**src/rtl/riscuin_bus_pkg.sv**
```systemverilog
// Shared types, size encodings and the alignment helper for the data bus arbiter.
package riscuin_bus_pkg;

  typedef enum logic [1:0] {
    IDLE  = 2'd0,
    ISSUE = 2'd1,
    WAIT  = 2'd2,
    RESP  = 2'd3
  } arb_state_t;

  localparam logic [1:0] SZ_BYTE    = 2'b00;
  localparam logic [1:0] SZ_HALF    = 2'b01;
  localparam logic [1:0] SZ_WORD    = 2'b10;
  localparam logic [1:0] SZ_ILLEGAL = 2'b11;

  // Halfwords need addr[0]==0, words need addr[1:0]==0; bytes are always aligned.
  function automatic logic is_misaligned(input logic [1:0] size, input logic [1:0] addr_lo);
    logic mis;
    case (size)
      SZ_HALF: mis = addr_lo[0];
      SZ_WORD: mis = |addr_lo;
      default: mis = 1'b0;
    endcase
    return mis;
  endfunction

endpackage

```
**src/rtl/data_bus_arbiter_if.sv**
```systemverilog
// Requester, bus-controller and status signals of the data bus arbiter.
// The arbiter uses the slave view; requesters and the bus model use the master view.
interface data_bus_arbiter_if #(
  parameter int ADDR_WIDTH = 12,
  parameter int DATA_WIDTH = 32
);

  logic                  m0_req;
  logic                  m0_we;
  logic [1:0]            m0_size;
  logic [ADDR_WIDTH-1:0] m0_addr;
  logic [DATA_WIDTH-1:0] m0_wdata;
  logic                  m0_ack;
  logic                  m0_err;
  logic [DATA_WIDTH-1:0] m0_rdata;

  logic                  m1_req;
  logic                  m1_we;
  logic [1:0]            m1_size;
  logic [ADDR_WIDTH-1:0] m1_addr;
  logic [DATA_WIDTH-1:0] m1_wdata;
  logic                  m1_ack;
  logic                  m1_err;
  logic [DATA_WIDTH-1:0] m1_rdata;

  logic                  s_wd;
  logic                  s_rd;
  logic [1:0]            s_size;
  logic [ADDR_WIDTH-1:0] s_addr;
  logic [DATA_WIDTH-1:0] s_wdata;
  logic [DATA_WIDTH-1:0] s_rdata;
  logic                  s_ready;
  logic                  s_busy;

  logic                  owner;
  logic                  timeout;

  modport slave (
    input  m0_req, m0_we, m0_size, m0_addr, m0_wdata,
    output m0_ack, m0_err, m0_rdata,
    input  m1_req, m1_we, m1_size, m1_addr, m1_wdata,
    output m1_ack, m1_err, m1_rdata,
    output s_wd, s_rd, s_size, s_addr, s_wdata,
    input  s_rdata, s_ready, s_busy,
    output owner, timeout
  );

  modport master (
    output m0_req, m0_we, m0_size, m0_addr, m0_wdata,
    input  m0_ack, m0_err, m0_rdata,
    output m1_req, m1_we, m1_size, m1_addr, m1_wdata,
    input  m1_ack, m1_err, m1_rdata,
    input  s_wd, s_rd, s_size, s_addr, s_wdata,
    output s_rdata, s_ready, s_busy,
    input  owner, timeout
  );

endinterface

```
**src/rtl/bus_rr_picker.sv**
```systemverilog
// Combinational two-way round-robin pick: on contention the requester that
// does not currently own the bus wins.
module bus_rr_picker (
  input  logic req0,
  input  logic req1,
  input  logic owner,
  output logic grant_valid,
  output logic winner
);

  // Winner selection; winner is don't-care (driven 0) when nobody requests.
  always_comb begin
    grant_valid = req0 | req1;
    if (req0 && req1) begin
      winner = ~owner;
    end else if (req1) begin
      winner = 1'b1;
    end else begin
      winner = 1'b0;
    end
  end

endmodule

```
**src/rtl/data_bus_arbiter.sv**
```systemverilog
// Two-requester round-robin arbiter/sequencer for the data bus controller port.
// Issues one strobe per transaction, rejects illegal accesses, bounds stalls with a timeout.
module data_bus_arbiter #(
  parameter int ADDR_WIDTH = 12,
  parameter int DATA_WIDTH = 32,
  parameter int MAX_WAIT   = 15
) (
  input logic               clk,
  input logic               rst,
  data_bus_arbiter_if.slave bus
);

  import riscuin_bus_pkg::*;

  localparam int               CNT_W   = $clog2(MAX_WAIT + 1);
  localparam logic [CNT_W-1:0] CNT_MAX = CNT_W'(MAX_WAIT);
  localparam logic [CNT_W-1:0] CNT_ONE = CNT_W'(1);

  arb_state_t            state_r;
  arb_state_t            state_s;

  logic                  grant_valid_s;
  logic                  winner_s;
  logic                  sel_we_s;
  logic [1:0]            sel_size_s;
  logic [ADDR_WIDTH-1:0] sel_addr_s;
  logic [DATA_WIDTH-1:0] sel_wdata_s;
  logic                  illegal_s;

  logic                  load_s;
  logic                  cnt_clr_s;
  logic                  cnt_inc_s;
  logic                  done_s;
  logic                  tmo_s;

  logic                  owner_r;
  logic                  we_r;
  logic [1:0]            size_r;
  logic [ADDR_WIDTH-1:0] addr_r;
  logic [DATA_WIDTH-1:0] wdata_r;
  logic [CNT_W-1:0]      cnt_r;
  logic                  err_r;
  logic [DATA_WIDTH-1:0] rdata_r;

  logic                  s_wd_r;
  logic                  s_rd_r;
  logic                  ack0_r;
  logic                  ack1_r;
  logic                  err0_r;
  logic                  err1_r;
  logic [DATA_WIDTH-1:0] rdata0_r;
  logic [DATA_WIDTH-1:0] rdata1_r;
  logic                  timeout_r;

  bus_rr_picker u_picker (
    .req0        (bus.m0_req),
    .req1        (bus.m1_req),
    .owner       (owner_r),
    .grant_valid (grant_valid_s),
    .winner      (winner_s)
  );

  // Route the winning requester's fields toward the latch.
  always_comb begin
    if (winner_s) begin
      sel_we_s    = bus.m1_we;
      sel_size_s  = bus.m1_size;
      sel_addr_s  = bus.m1_addr;
      sel_wdata_s = bus.m1_wdata;
    end else begin
      sel_we_s    = bus.m0_we;
      sel_size_s  = bus.m0_size;
      sel_addr_s  = bus.m0_addr;
      sel_wdata_s = bus.m0_wdata;
    end
  end

  assign illegal_s = (sel_size_s == SZ_ILLEGAL) || is_misaligned(sel_size_s, sel_addr_s[1:0]);

  // State register.
  always_ff @(posedge clk or negedge rst) begin
    if (!rst) begin
      state_r <= IDLE;
    end else begin
      state_r <= state_s;
    end
  end

  // Next-state logic; completion is tested before the timeout so it wins a tie.
  always_comb begin
    state_s   = state_r;
    load_s    = 1'b0;
    cnt_clr_s = 1'b0;
    cnt_inc_s = 1'b0;
    done_s    = 1'b0;
    tmo_s     = 1'b0;
    case (state_r)
      IDLE: begin
        if (grant_valid_s) begin
          load_s = 1'b1;
          if (illegal_s) begin
            state_s = RESP;
          end else begin
            state_s = ISSUE;
          end
        end else begin
          state_s = IDLE;
        end
      end
      ISSUE: begin
        cnt_clr_s = 1'b1;
        state_s   = WAIT;
      end
      WAIT: begin
        if (bus.s_ready && !bus.s_busy) begin
          done_s  = 1'b1;
          state_s = RESP;
        end else if (cnt_r == CNT_MAX) begin
          tmo_s   = 1'b1;
          state_s = RESP;
        end else begin
          cnt_inc_s = 1'b1;
        end
      end
      RESP: begin
        state_s = IDLE;
      end
      default: begin
        state_s = IDLE;
      end
    endcase
  end

  // Transaction latch: fields stay put from the grant until the next grant.
  always_ff @(posedge clk or negedge rst) begin
    if (!rst) begin
      owner_r <= 1'b1;
      we_r    <= 1'b0;
      size_r  <= 2'b00;
      addr_r  <= {ADDR_WIDTH{1'b0}};
      wdata_r <= {DATA_WIDTH{1'b0}};
    end else if (load_s) begin
      owner_r <= winner_s;
      we_r    <= sel_we_s;
      size_r  <= sel_size_s;
      addr_r  <= sel_addr_s;
      wdata_r <= sel_wdata_s;
    end
  end

  // Response status and data; stores and failures return zero data.
  always_ff @(posedge clk or negedge rst) begin
    if (!rst) begin
      err_r   <= 1'b0;
      rdata_r <= {DATA_WIDTH{1'b0}};
    end else if (load_s) begin
      err_r   <= illegal_s;
      rdata_r <= {DATA_WIDTH{1'b0}};
    end else if (done_s) begin
      err_r   <= 1'b0;
      rdata_r <= we_r ? {DATA_WIDTH{1'b0}} : bus.s_rdata;
    end else if (tmo_s) begin
      err_r   <= 1'b1;
      rdata_r <= {DATA_WIDTH{1'b0}};
    end
  end

  // Stall counter and sticky timeout flag.
  always_ff @(posedge clk or negedge rst) begin
    if (!rst) begin
      cnt_r     <= {CNT_W{1'b0}};
      timeout_r <= 1'b0;
    end else begin
      if (cnt_clr_s) begin
        cnt_r <= {CNT_W{1'b0}};
      end else if (cnt_inc_s) begin
        cnt_r <= cnt_r + CNT_ONE;
      end
      timeout_r <= timeout_r | tmo_s;
    end
  end

  // Bus strobes: a single pulse following the ISSUE state.
  always_ff @(posedge clk or negedge rst) begin
    if (!rst) begin
      s_wd_r <= 1'b0;
      s_rd_r <= 1'b0;
    end else begin
      s_wd_r <= (state_r == ISSUE) && we_r;
      s_rd_r <= (state_r == ISSUE) && !we_r;
    end
  end

  // Per-requester completion pulses; rdata holds until that requester's next ack.
  always_ff @(posedge clk or negedge rst) begin
    if (!rst) begin
      ack0_r   <= 1'b0;
      ack1_r   <= 1'b0;
      err0_r   <= 1'b0;
      err1_r   <= 1'b0;
      rdata0_r <= {DATA_WIDTH{1'b0}};
      rdata1_r <= {DATA_WIDTH{1'b0}};
    end else begin
      ack0_r <= (state_r == RESP) && !owner_r;
      ack1_r <= (state_r == RESP) && owner_r;
      err0_r <= (state_r == RESP) && !owner_r && err_r;
      err1_r <= (state_r == RESP) && owner_r && err_r;
      if ((state_r == RESP) && !owner_r) begin
        rdata0_r <= rdata_r;
      end
      if ((state_r == RESP) && owner_r) begin
        rdata1_r <= rdata_r;
      end
    end
  end

  assign bus.s_wd     = s_wd_r;
  assign bus.s_rd     = s_rd_r;
  assign bus.s_size   = size_r;
  assign bus.s_addr   = addr_r;
  assign bus.s_wdata  = wdata_r;
  assign bus.m0_ack   = ack0_r;
  assign bus.m0_err   = err0_r;
  assign bus.m0_rdata = rdata0_r;
  assign bus.m1_ack   = ack1_r;
  assign bus.m1_err   = err1_r;
  assign bus.m1_rdata = rdata1_r;
  assign bus.owner    = owner_r;
  assign bus.timeout  = timeout_r;

endmodule

```
**src/flat_wrapper.sv**
```systemverilog
// flat-port wrapper written by rule: the top's interface ports become plain ports
module data_bus_arbiter_flat import riscuin_bus_pkg::*;
#(
  parameter int ADDR_WIDTH = 12,
  parameter int DATA_WIDTH = 32,
  parameter int MAX_WAIT   = 15
)
  (clk, rst, bus_m0_req, bus_m0_we, bus_m0_size, bus_m0_addr, bus_m0_wdata, bus_m0_ack, bus_m0_err, bus_m0_rdata, bus_m1_req, bus_m1_we, bus_m1_size, bus_m1_addr, bus_m1_wdata, bus_m1_ack, bus_m1_err, bus_m1_rdata, bus_s_wd, bus_s_rd, bus_s_size, bus_s_addr, bus_s_wdata, bus_s_rdata, bus_s_ready, bus_s_busy, bus_owner, bus_timeout);
  data_bus_arbiter_if #(.ADDR_WIDTH(ADDR_WIDTH), .DATA_WIDTH(DATA_WIDTH)) bus_i ();
  input logic clk;
  input logic rst;
  input wire logic [$bits(bus_i.m0_req)-1:0] bus_m0_req;
  input wire logic [$bits(bus_i.m0_we)-1:0] bus_m0_we;
  input wire logic [$bits(bus_i.m0_size)-1:0] bus_m0_size;
  input wire logic [$bits(bus_i.m0_addr)-1:0] bus_m0_addr;
  input wire logic [$bits(bus_i.m0_wdata)-1:0] bus_m0_wdata;
  output wire logic [$bits(bus_i.m0_ack)-1:0] bus_m0_ack;
  output wire logic [$bits(bus_i.m0_err)-1:0] bus_m0_err;
  output wire logic [$bits(bus_i.m0_rdata)-1:0] bus_m0_rdata;
  input wire logic [$bits(bus_i.m1_req)-1:0] bus_m1_req;
  input wire logic [$bits(bus_i.m1_we)-1:0] bus_m1_we;
  input wire logic [$bits(bus_i.m1_size)-1:0] bus_m1_size;
  input wire logic [$bits(bus_i.m1_addr)-1:0] bus_m1_addr;
  input wire logic [$bits(bus_i.m1_wdata)-1:0] bus_m1_wdata;
  output wire logic [$bits(bus_i.m1_ack)-1:0] bus_m1_ack;
  output wire logic [$bits(bus_i.m1_err)-1:0] bus_m1_err;
  output wire logic [$bits(bus_i.m1_rdata)-1:0] bus_m1_rdata;
  output wire logic [$bits(bus_i.s_wd)-1:0] bus_s_wd;
  output wire logic [$bits(bus_i.s_rd)-1:0] bus_s_rd;
  output wire logic [$bits(bus_i.s_size)-1:0] bus_s_size;
  output wire logic [$bits(bus_i.s_addr)-1:0] bus_s_addr;
  output wire logic [$bits(bus_i.s_wdata)-1:0] bus_s_wdata;
  input wire logic [$bits(bus_i.s_rdata)-1:0] bus_s_rdata;
  input wire logic [$bits(bus_i.s_ready)-1:0] bus_s_ready;
  input wire logic [$bits(bus_i.s_busy)-1:0] bus_s_busy;
  output wire logic [$bits(bus_i.owner)-1:0] bus_owner;
  output wire logic [$bits(bus_i.timeout)-1:0] bus_timeout;
  assign bus_i.m0_req = bus_m0_req;
  assign bus_i.m0_we = bus_m0_we;
  assign bus_i.m0_size = bus_m0_size;
  assign bus_i.m0_addr = bus_m0_addr;
  assign bus_i.m0_wdata = bus_m0_wdata;
  assign bus_m0_ack = bus_i.m0_ack;
  assign bus_m0_err = bus_i.m0_err;
  assign bus_m0_rdata = bus_i.m0_rdata;
  assign bus_i.m1_req = bus_m1_req;
  assign bus_i.m1_we = bus_m1_we;
  assign bus_i.m1_size = bus_m1_size;
  assign bus_i.m1_addr = bus_m1_addr;
  assign bus_i.m1_wdata = bus_m1_wdata;
  assign bus_m1_ack = bus_i.m1_ack;
  assign bus_m1_err = bus_i.m1_err;
  assign bus_m1_rdata = bus_i.m1_rdata;
  assign bus_s_wd = bus_i.s_wd;
  assign bus_s_rd = bus_i.s_rd;
  assign bus_s_size = bus_i.s_size;
  assign bus_s_addr = bus_i.s_addr;
  assign bus_s_wdata = bus_i.s_wdata;
  assign bus_i.s_rdata = bus_s_rdata;
  assign bus_i.s_ready = bus_s_ready;
  assign bus_i.s_busy = bus_s_busy;
  assign bus_owner = bus_i.owner;
  assign bus_timeout = bus_i.timeout;
  data_bus_arbiter #(.ADDR_WIDTH(ADDR_WIDTH), .DATA_WIDTH(DATA_WIDTH), .MAX_WAIT(MAX_WAIT)) u_core (.clk(clk), .rst(rst), .bus(bus_i));
endmodule
```
**config.mk**
```make
export PLATFORM = sky130hd
export DESIGN_NAME = data_bus_arbiter_flat
export DESIGN_NICKNAME = d
export VERILOG_FILES = /design/src/rtl/riscuin_bus_pkg.sv /design/src/rtl/data_bus_arbiter_if.sv /design/src/rtl/bus_rr_picker.sv /design/src/rtl/data_bus_arbiter.sv /design/src/flat_wrapper.sv
export SDC_FILE = /design/constraint.sdc
export NUM_CORES = 1
export LEC_CHECK = 0
export ABC_AREA = 1
export CORE_MARGIN = 5
export CORE_UTILIZATION = 40
export DETAILED_ROUTE_END_ITERATION = 10
export HOLD_SLACK_MARGIN = 0.06
export PLACE_DENSITY = 0.77
export SLEW_MARGIN = 20
export SYNTH_ARGS = -nofsm -noshare
export SYNTH_HDL_FRONTEND = slang
export SYNTH_HIERARCHICAL = 1
export SYNTH_SLANG_ARGS = --single-unit
```
**constraint.sdc**
```tcl
create_clock -name clk -period 2.05 [get_ports clk]
set_clock_uncertainty 0.1 [all_clocks]
set_input_delay 0.5125 -clock clk [delete_from_list [all_inputs] [get_ports clk]]
set_output_delay 0.5125 -clock clk [all_outputs]
set_load 0.03 [all_outputs]
```
==> results of run 1 <==
-- registers in the layout, summed over array words and instances, names as in the netlist --
register / flops
u_core/err_r: 1
u_core/bus.s_size: 2
u_core/bus.s_wd: 1
u_core/state_r: 2
u_core/bus.m0_rdata: 32
u_core/bus.owner: 1
u_core/we_r: 1
u_core/bus.m1_ack: 1
u_core/rdata_r: 32
u_core/bus.s_wdata: 32
u_core/bus.m1_rdata: 32
u_core/bus.m1_err: 1
u_core/cnt_r: 4
u_core/bus.timeout: 1
u_core/bus.m0_err: 1
u_core/bus.m0_ack: 1
u_core/bus.s_rd: 1
u_core/bus.s_addr: 12
-- worst paths after layout --
| path | from | to | slack, ps |
|---|---|---|---|
| max | bus_m1_req | u_core/state_r[1] | 90 |
| max reg2reg | u_core/bus.owner | u_core/state_r[1] | 100 |
| min in group asynchronous | rst | u_core/bus.m1_rdata[2] | 450 |
| min reg2reg | u_core/bus.m1_rdata[18] | u_core/bus.m1_rdata[18] | 380 |
| min | u_core/bus.m1_rdata[18] | u_core/bus.m1_rdata[18] | 380 |
| max in group asynchronous | rst | u_core/bus.m1_rdata[24] | 790 |
-- metrics by stage --
stage | cells | TNS, ps | hold WS [ps]
after global routing | 1192 | -40.5 | 396
after global placement | 1159 | -17080 | 333
after floorplan | 696 | -140 | 117
after CTS | 1192 | 0 | 383
final | 1192 | 0 | 377
after detailed placement | 1159 | -19900 | 332
-- worst register-to-register path, stage by stage (launching register included) --
cell and delay (ps):
dfstp_2 570, a21oi_4 70, inv_2 80, or2_4 130
o21ai_4 60, buf_6 120, ha_4 150, or2_4 230
nand2_2 60, nand2_1 40, nand2_1 50, nand2_1 60
nand2_1 60, a21oi_1 60
-- cells in the final DEF (no fill, tap or decap), types with 5 or more instances in the layout --
master           count
buf_12              10
a21oi_1             89
dfrtp_1            157
ha_1                 7
o22ai_1             32
buf_6                5
o21ai_0             69
nor2_1              53
inv_2                6
nand2_1            131
inv_1               82
clkinvlp_4           6
buf_4               25
dlygate4sd2_1      115
clkbuf_16           17
clkdlybuf4s50_1    128
-- repair_timing --
item                                   CTS  global route
endpoints found under the hold margin   27             0
gates resized for setup                116            15
setup endpoints to repair              116             5
gates cloned                             0             0
pin swaps                                0             9
hold buffers                             1             0
-- cells by family (layout without fill, tap and decap cells) --
logic type	Yosys count	in the layout	synth area share [%]
compound gates	199	199	16.3
xor+xnor	1	1	0.135
flops	158	158	60.7
simple gates	200	200	12.4
fa+ha+maj	9	9	1.73
buf+inv	129	409	8.76
-- layout make-up --
cell class	instances	area (sq um)	share of cell area [%]
Multi-Input combinational cell	409	2050	20.6
Clock buffer	19	453	4.55
Sequential cell	158	3960	39.7
Timing Repair Buffer	288	2790	28.0
Clock inverter	13	104	1.04
Tap cell	216	270	2.71
Inverter	89	342	3.43
-- metal layers --
layer	GRT usage, %	part of all wire, %	routed length (um)	vias to the layer above
met3	8.07	9.8	1900	35
met2	34.5	49	9430	227
li1	-	-	-	2769
met5	0	0	0	-
met4	7.43	2.7	527	0
met1	23.7	39	7470	2760
-- power groups by stage --
stage	registers (mW)	clock network [mW]	logic (mW)
6_report	5.10	2.96	7.30
5_1_grt	5.26	3.16	7.88
4_1_cts	5.11	3.02	7.35
3_5_place_dp	5.18	0	8.06
3_3_place_gp	5.15	0	7.95
2_1_floorplan	7.29	0	2.31
==> results.py, run 1 <==
metrics = {
    "power_and_ir_drop": {
        "power_density_mw_per_mm2": 1540,
        "swShare_pct": 44.1,
        "ir_drop_mv": 0.683,
        "clkPwrFrac_pct": 19.3,
        "p_int_mw": 8.58,
        "p_sw_mw": 6.77,
        "total_power_mw": 15.4,
        "p_seq_share_pct": 33.2,
        "leakage_nw": 4.92,
        "comb_power_share_pct": 47.5,
    },
    "clock_network": {
        "clkTransAtPathRegs_ps": 70,
        "cts_setup_buffers": 0,
        "numClockSinks": 158,
        "clk_path_buf_depth": 2,
        "clk_latency_ps": 410,
        "cts_tree": "built",
        "clock-root-buffer": "clkbuf_16",
        "cts_buffers": 17,
        "cts_max_level": 4,
    },
    "worst_setup_path": {
        "end_kind": "flop",
        "crit_cells": 15,
        "cp_top_family": "simple AND/OR/NAND/NOR gates",
        "worstPathCellList": "clkdlybuf4s15_1, inv_8, a21oi_4, inv_2, or2_4, o21ai_4, inv_2, ha_4, or2_4, nand2_2, nand2_1, nand2_1, nand2_1, nand2_1, a21oi_1",
        "reg2regPathDepth": 13,
        "cpMaxStageDelayCell": "clkdlybuf4s15_1",
        "crit_type": "primary input to flop",
        "required_ps": 2250,
        "path_common_cell": "nand2_1",
        "crit_arrival_ps": 2160,
        "crit_buf_inv": 4,
        "cpPeakStageDelay_ps": 280,
        "startpoint_type": "primary input",
        "critPathMaxFanout": 4,
    },
    "routing": {
        "ant_nets": 0,
        "post-route-drc-count": 0,
        "drt_iter0_markers": 235,
        "vias_per_cell": 4.86,
        "first_pass_iters": 4,
        "vias": 5791,
        "wl_per_cell_um": 16.2,
        "wirelength_mm": 19.3,
    },
    "synth": {
        "netlist_area_sq_mm": 0.00651,
        "yosysMostFrequentCell": "dfrtp_1",
        "yosysWarningCount": 6,
        "synthTopCellsByCount": "157 x dfrtp_1, 133 x nand2_1, 90 x a21oi_1",
        "yosys_most_used_dff": "dfrtp_1",
        "synthesis.nets": 837,
        "yosysTopAreaCellShare_pct": 60.3,
        "synth-seq-area-share_pct": 60.7,
        "synth.distinct_cells": 30,
        "synth_area_leaders": "dfrtp_1 60%, nand2_1 7.7%, a21oi_1 6.9%",
        "post-synth-top-area-cell": "dfrtp_1",
        "async_reset_ff_share_pct": 100,
        "synth_seq_cells": 158,
        "synth_area_per_cell_sq_um": 9.36,
        "syn-instance-count": 696,
        "synth_edf_count": 0,
    },
    "cells_and_area": {
        "drive_above_1_share_pct": 9.94,
        "n_fill_cell": 1381,
        "final_util_pct": 62.5,
        "antennaDiodeCount": 0,
        "final_nets": 1104,
        "fin_area_sq_mm": 0.00996,
        "area_delta_synth_final_pct": 53.0,
    },
    "sta": {
        "maxSlewViolCount": 0,
        "worstMarginPinSlew_ps": 435,
        "max_freq_mhz": 511,
        "setup_ws_ps": 94.7,
        "rsz0062_at_grt": "yes",
        "setup_viol": 0,
        "period_minus_slack_ps": 1960,
        "final.period_utilization_pct": 95.4,
        "slew_headroom_pct": 71.0,
        "hold_viol": 0,
    },
    "floorplan": {
        "initial_core_util_pct": 40.8,
        "placementRows": 46,
        "core_area_sq_mm": 0.0159,
        "die_area_sq_mm": 0.0189,
        "pin_count": 250,
        "die_h_um": 138,
        "die_w_um": 138,
    },
    "place": {
        "dpl.hpwl_mm": 14.0,
        "port_buffers": 249,
        "post_dp_cell_area_sq_mm": 0.00948,
        "dpl_worst_slack_ps": -673,
        "routabilityCongestion": 0.886,
    },
    "flow_run": {
        "cap_violations": 0,
    },
    "worst_hold_path": {
        "hp-class": "flop to flop",
        "whs_path_depth": 2,
    },
    "global_routing": {
        "grt_usage_pct": 20.5,
        "antenna_found_initial": 0,
        "grt.overflow.total": 0,
        "grt_pass1_wl_mm": 30.2,
        "grt_pass1_vias": 6013,
        "grt_max_degree": 67,
    },
    "status": {
        "outcome": "completed",
    },
}
No activity file was read; power rests on OpenSTA's default activity.
==> run 2: changes to the inputs <==
- CORE_UTILIZATION: 40 -> 47
- PLACE_DENSITY: 0.77 -> 0.85
- clock period: 2.05 -> 2.35 ns (I/O delays scaled with it)
==> results.py, run 2 (synthesis results as in run 1) <==
metrics = {
    "global_routing": {
        "grt_usage_pct": 23.5,
        "grt_pass1_wl_mm": 29.9,
        "grtUsageMet1_pct": 27.7,
        "use_met2_pct": 39.0,
        "grt_pass1_vias": 5798,
        "grt.overflow.total": 0,
        "antenna_found_initial": 0,
        "grt_use_met3_pct": 9.17,
        "busiest_layer": "met2",
        "grt_max_degree": 60,
    },
    "worst_setup_path": {
        "startpoint_type": "primary input",
        "reg2regPathDepth": 12,
        "reg2reg_slack_ps": 220,
        "r2r_end": "u_core/state_r[1]",
        "end_kind": "flop",
        "r2r_start": "u_core/bus.owner",
        "required_ps": 2550,
        "crit_arrival_ps": 2460,
        "crit_type": "primary input to flop",
        "critPathMaxFanout": 4,
    },
    "status": {
        "outcome": "completed",
    },
    "cells_and_area": {
        "fin_area_sq_mm": 0.00992,
        "drive_above_1_share_pct": 7.73,
        "area_delta_synth_final_pct": 52.4,
        "layout_commonest_cell": "clkdlybuf4s50_1",
        "final_nets": 1085,
        "final_cell_mix": "247 x clkdlybuf4s50_1, 157 x dfrtp_1, 132 x nand2_1, 89 x a21oi_1, 83 x inv_1",
        "n_fill_cell": 990,
        "antennaDiodeCount": 0,
    },
    "clock_network": {
        "cts_setup_buffers": 0,
        "clk_latency_ps": 420,
        "clkTransAtPathRegs_ps": 60,
        "cts_buffers": 17,
        "clock-root-buffer": "clkbuf_16",
        "cts_tree": "built",
        "cts_max_level": 4,
        "clk_path_buf_depth": 2,
        "numClockSinks": 158,
    },
    "sta": {
        "period_minus_slack_ps": 2260,
        "slew_headroom_pct": 69.1,
        "worstMarginPinSlew_ps": 463,
        "setup_viol": 0,
        "hold_viol": 0,
        "final.period_utilization_pct": 96.3,
        "maxSlewViolCount": 0,
        "max_freq_mhz": 442,
    },
    "place": {
        "routabilityCongestion": 0.872,
        "post_dp_cell_area_sq_mm": 0.00926,
        "dpl.hpwl_mm": 13.4,
        "port_buffers": 249,
    },
    "worst_hold_path": {
        "hp-class": "flop to flop",
        "hold_path.startpoint": "u_core/bus.timeout",
        "whs_path_depth": 1,
        "hold-path-endpoint": "u_core/bus.timeout",
    },
    "routing": {
        "vias": 5752,
        "wirelength_mm": 19.0,
        "ant_nets": 0,
        "first_pass_iters": 5,
        "wl_per_cell_um": 16.8,
        "post-route-drc-count": 0,
        "vias_per_cell": 5.06,
        "drt_iter0_markers": 437,
    },
    "power_and_ir_drop": {
        "comb_power_share_pct": 48.1,
        "total_power_mw": 14.3,
        "clkPwrFrac_pct": 20.2,
        "p_sw_mw": 5.91,
        "p_int_mw": 8.36,
        "ir_drop_mv": 0.954,
        "swShare_pct": 41.4,
        "leakage_nw": 4.47,
        "p_seq_share_pct": 31.7,
        "power_density_mw_per_mm2": 1440,
    },
    "floorplan": {
        "core_area_sq_mm": 0.0137,
        "placementRows": 43,
        "die_h_um": 128,
        "pin_count": 250,
        "initial_core_util_pct": 47.5,
        "die_area_sq_mm": 0.0163,
        "die_w_um": 128,
    },
    "flow_run": {
        "cap_violations": 0,
    },
}
-- run 2: changes by cell type in the layout (fill, tap and decap cells not counted), sizes merged --
cell / before / now
bufinv: 0 / 3
buf: 40 / 20
clkinvlp: 6 / 3
clkbuf: 19 / 20
dlygate4sd2: 115 / 1
clkdlybuf4s50: 128 / 247
inv: 94 / 89
clkdlybuf4s15: 1 / 0
clkinv: 2 / 6
dlymetal6s2s: 3 / 0
-- run 2: what timing repair did --
item,CTS,global route
hold buffers,1,0
endpoints found under the setup margin,1,2
gates resized for setup,1,8
endpoints found under the hold margin,24,0
pin swaps,0,0
-- run 2: metrics by stage --
step	setup TNS (ps)	util, %	cells	worst slack, ps	hold WS, ps
after floorplan	0	-	696	13.0	192
after global placement	-782	67.5	1104	-393	356
after detailed placement	-871	67.5	1104	-441	358
after CTS	0	72.2	1137	1.36	372
after global routing	-0.937	72.3	1137	-0.937	390
final	0	72.3	1137	87.6	366
-- run 2: layer usage --
layer	wire, um	share of wire, %
met1	7200	38
met2	9380	49
met3	1980	10
met4	496	2.6
met5	0	0
-- run 2: power groups by stage --
stage	Sequential, mW	Combinational (mW)	Clock, mW
after CTS	4.53	6.90	2.93
after floorplan	6.35	2.01	0
after global routing	4.67	7.33	3.04
final	4.53	6.86	2.88
after global placement	4.51	6.71	0
after detailed placement	4.56	6.87	0
-- run 2: worst max-delay path by stage --
stage / startpoint / to / slack, ps / cells after the start
6_report: bus_m1_req / u_core/state_r[1] / 90 / 15
4_1_cts: bus_m1_req / u_core/state_r[1] / 1 / 15
3_5_place_dp: bus_m1_req / u_core/state_r[1] / -440 / 15
5_1_grt: bus_m1_req / u_core/state_r[1] / -0.9 / 15
2_1_floorplan: bus_m1_req / u_core/state_r[1] / 10 / 15
3_3_place_gp: bus_m1_req / u_core/state_r[1] / -390 / 15
-- run 2: area by class of cell --
cell class	instances	area (sq um)	share of cell area [%]
well taps	180	225	2.27
clock buffers	20	467	4.70
clock inverters	12	161	1.63
repair buffers	269	2760	27.8
flip-flops and latches	158	3960	39.9
inverters	89	334	3.37
multi-input cells	409	2020	20.4
-- run 2: critical path, stage by stage --
cell	delay, ps
clkdlybuf4s50_1	470
inv_1	60
a21oi_4	120
inv_2	60
or2_4	240
o21ai_4	80
inv_2	50
ha_2	170
or2_2	290
nand2_1	60
nand2_1	40
nand2_1	50
nand2_1	60
nand2_1	60
a21oi_1	50
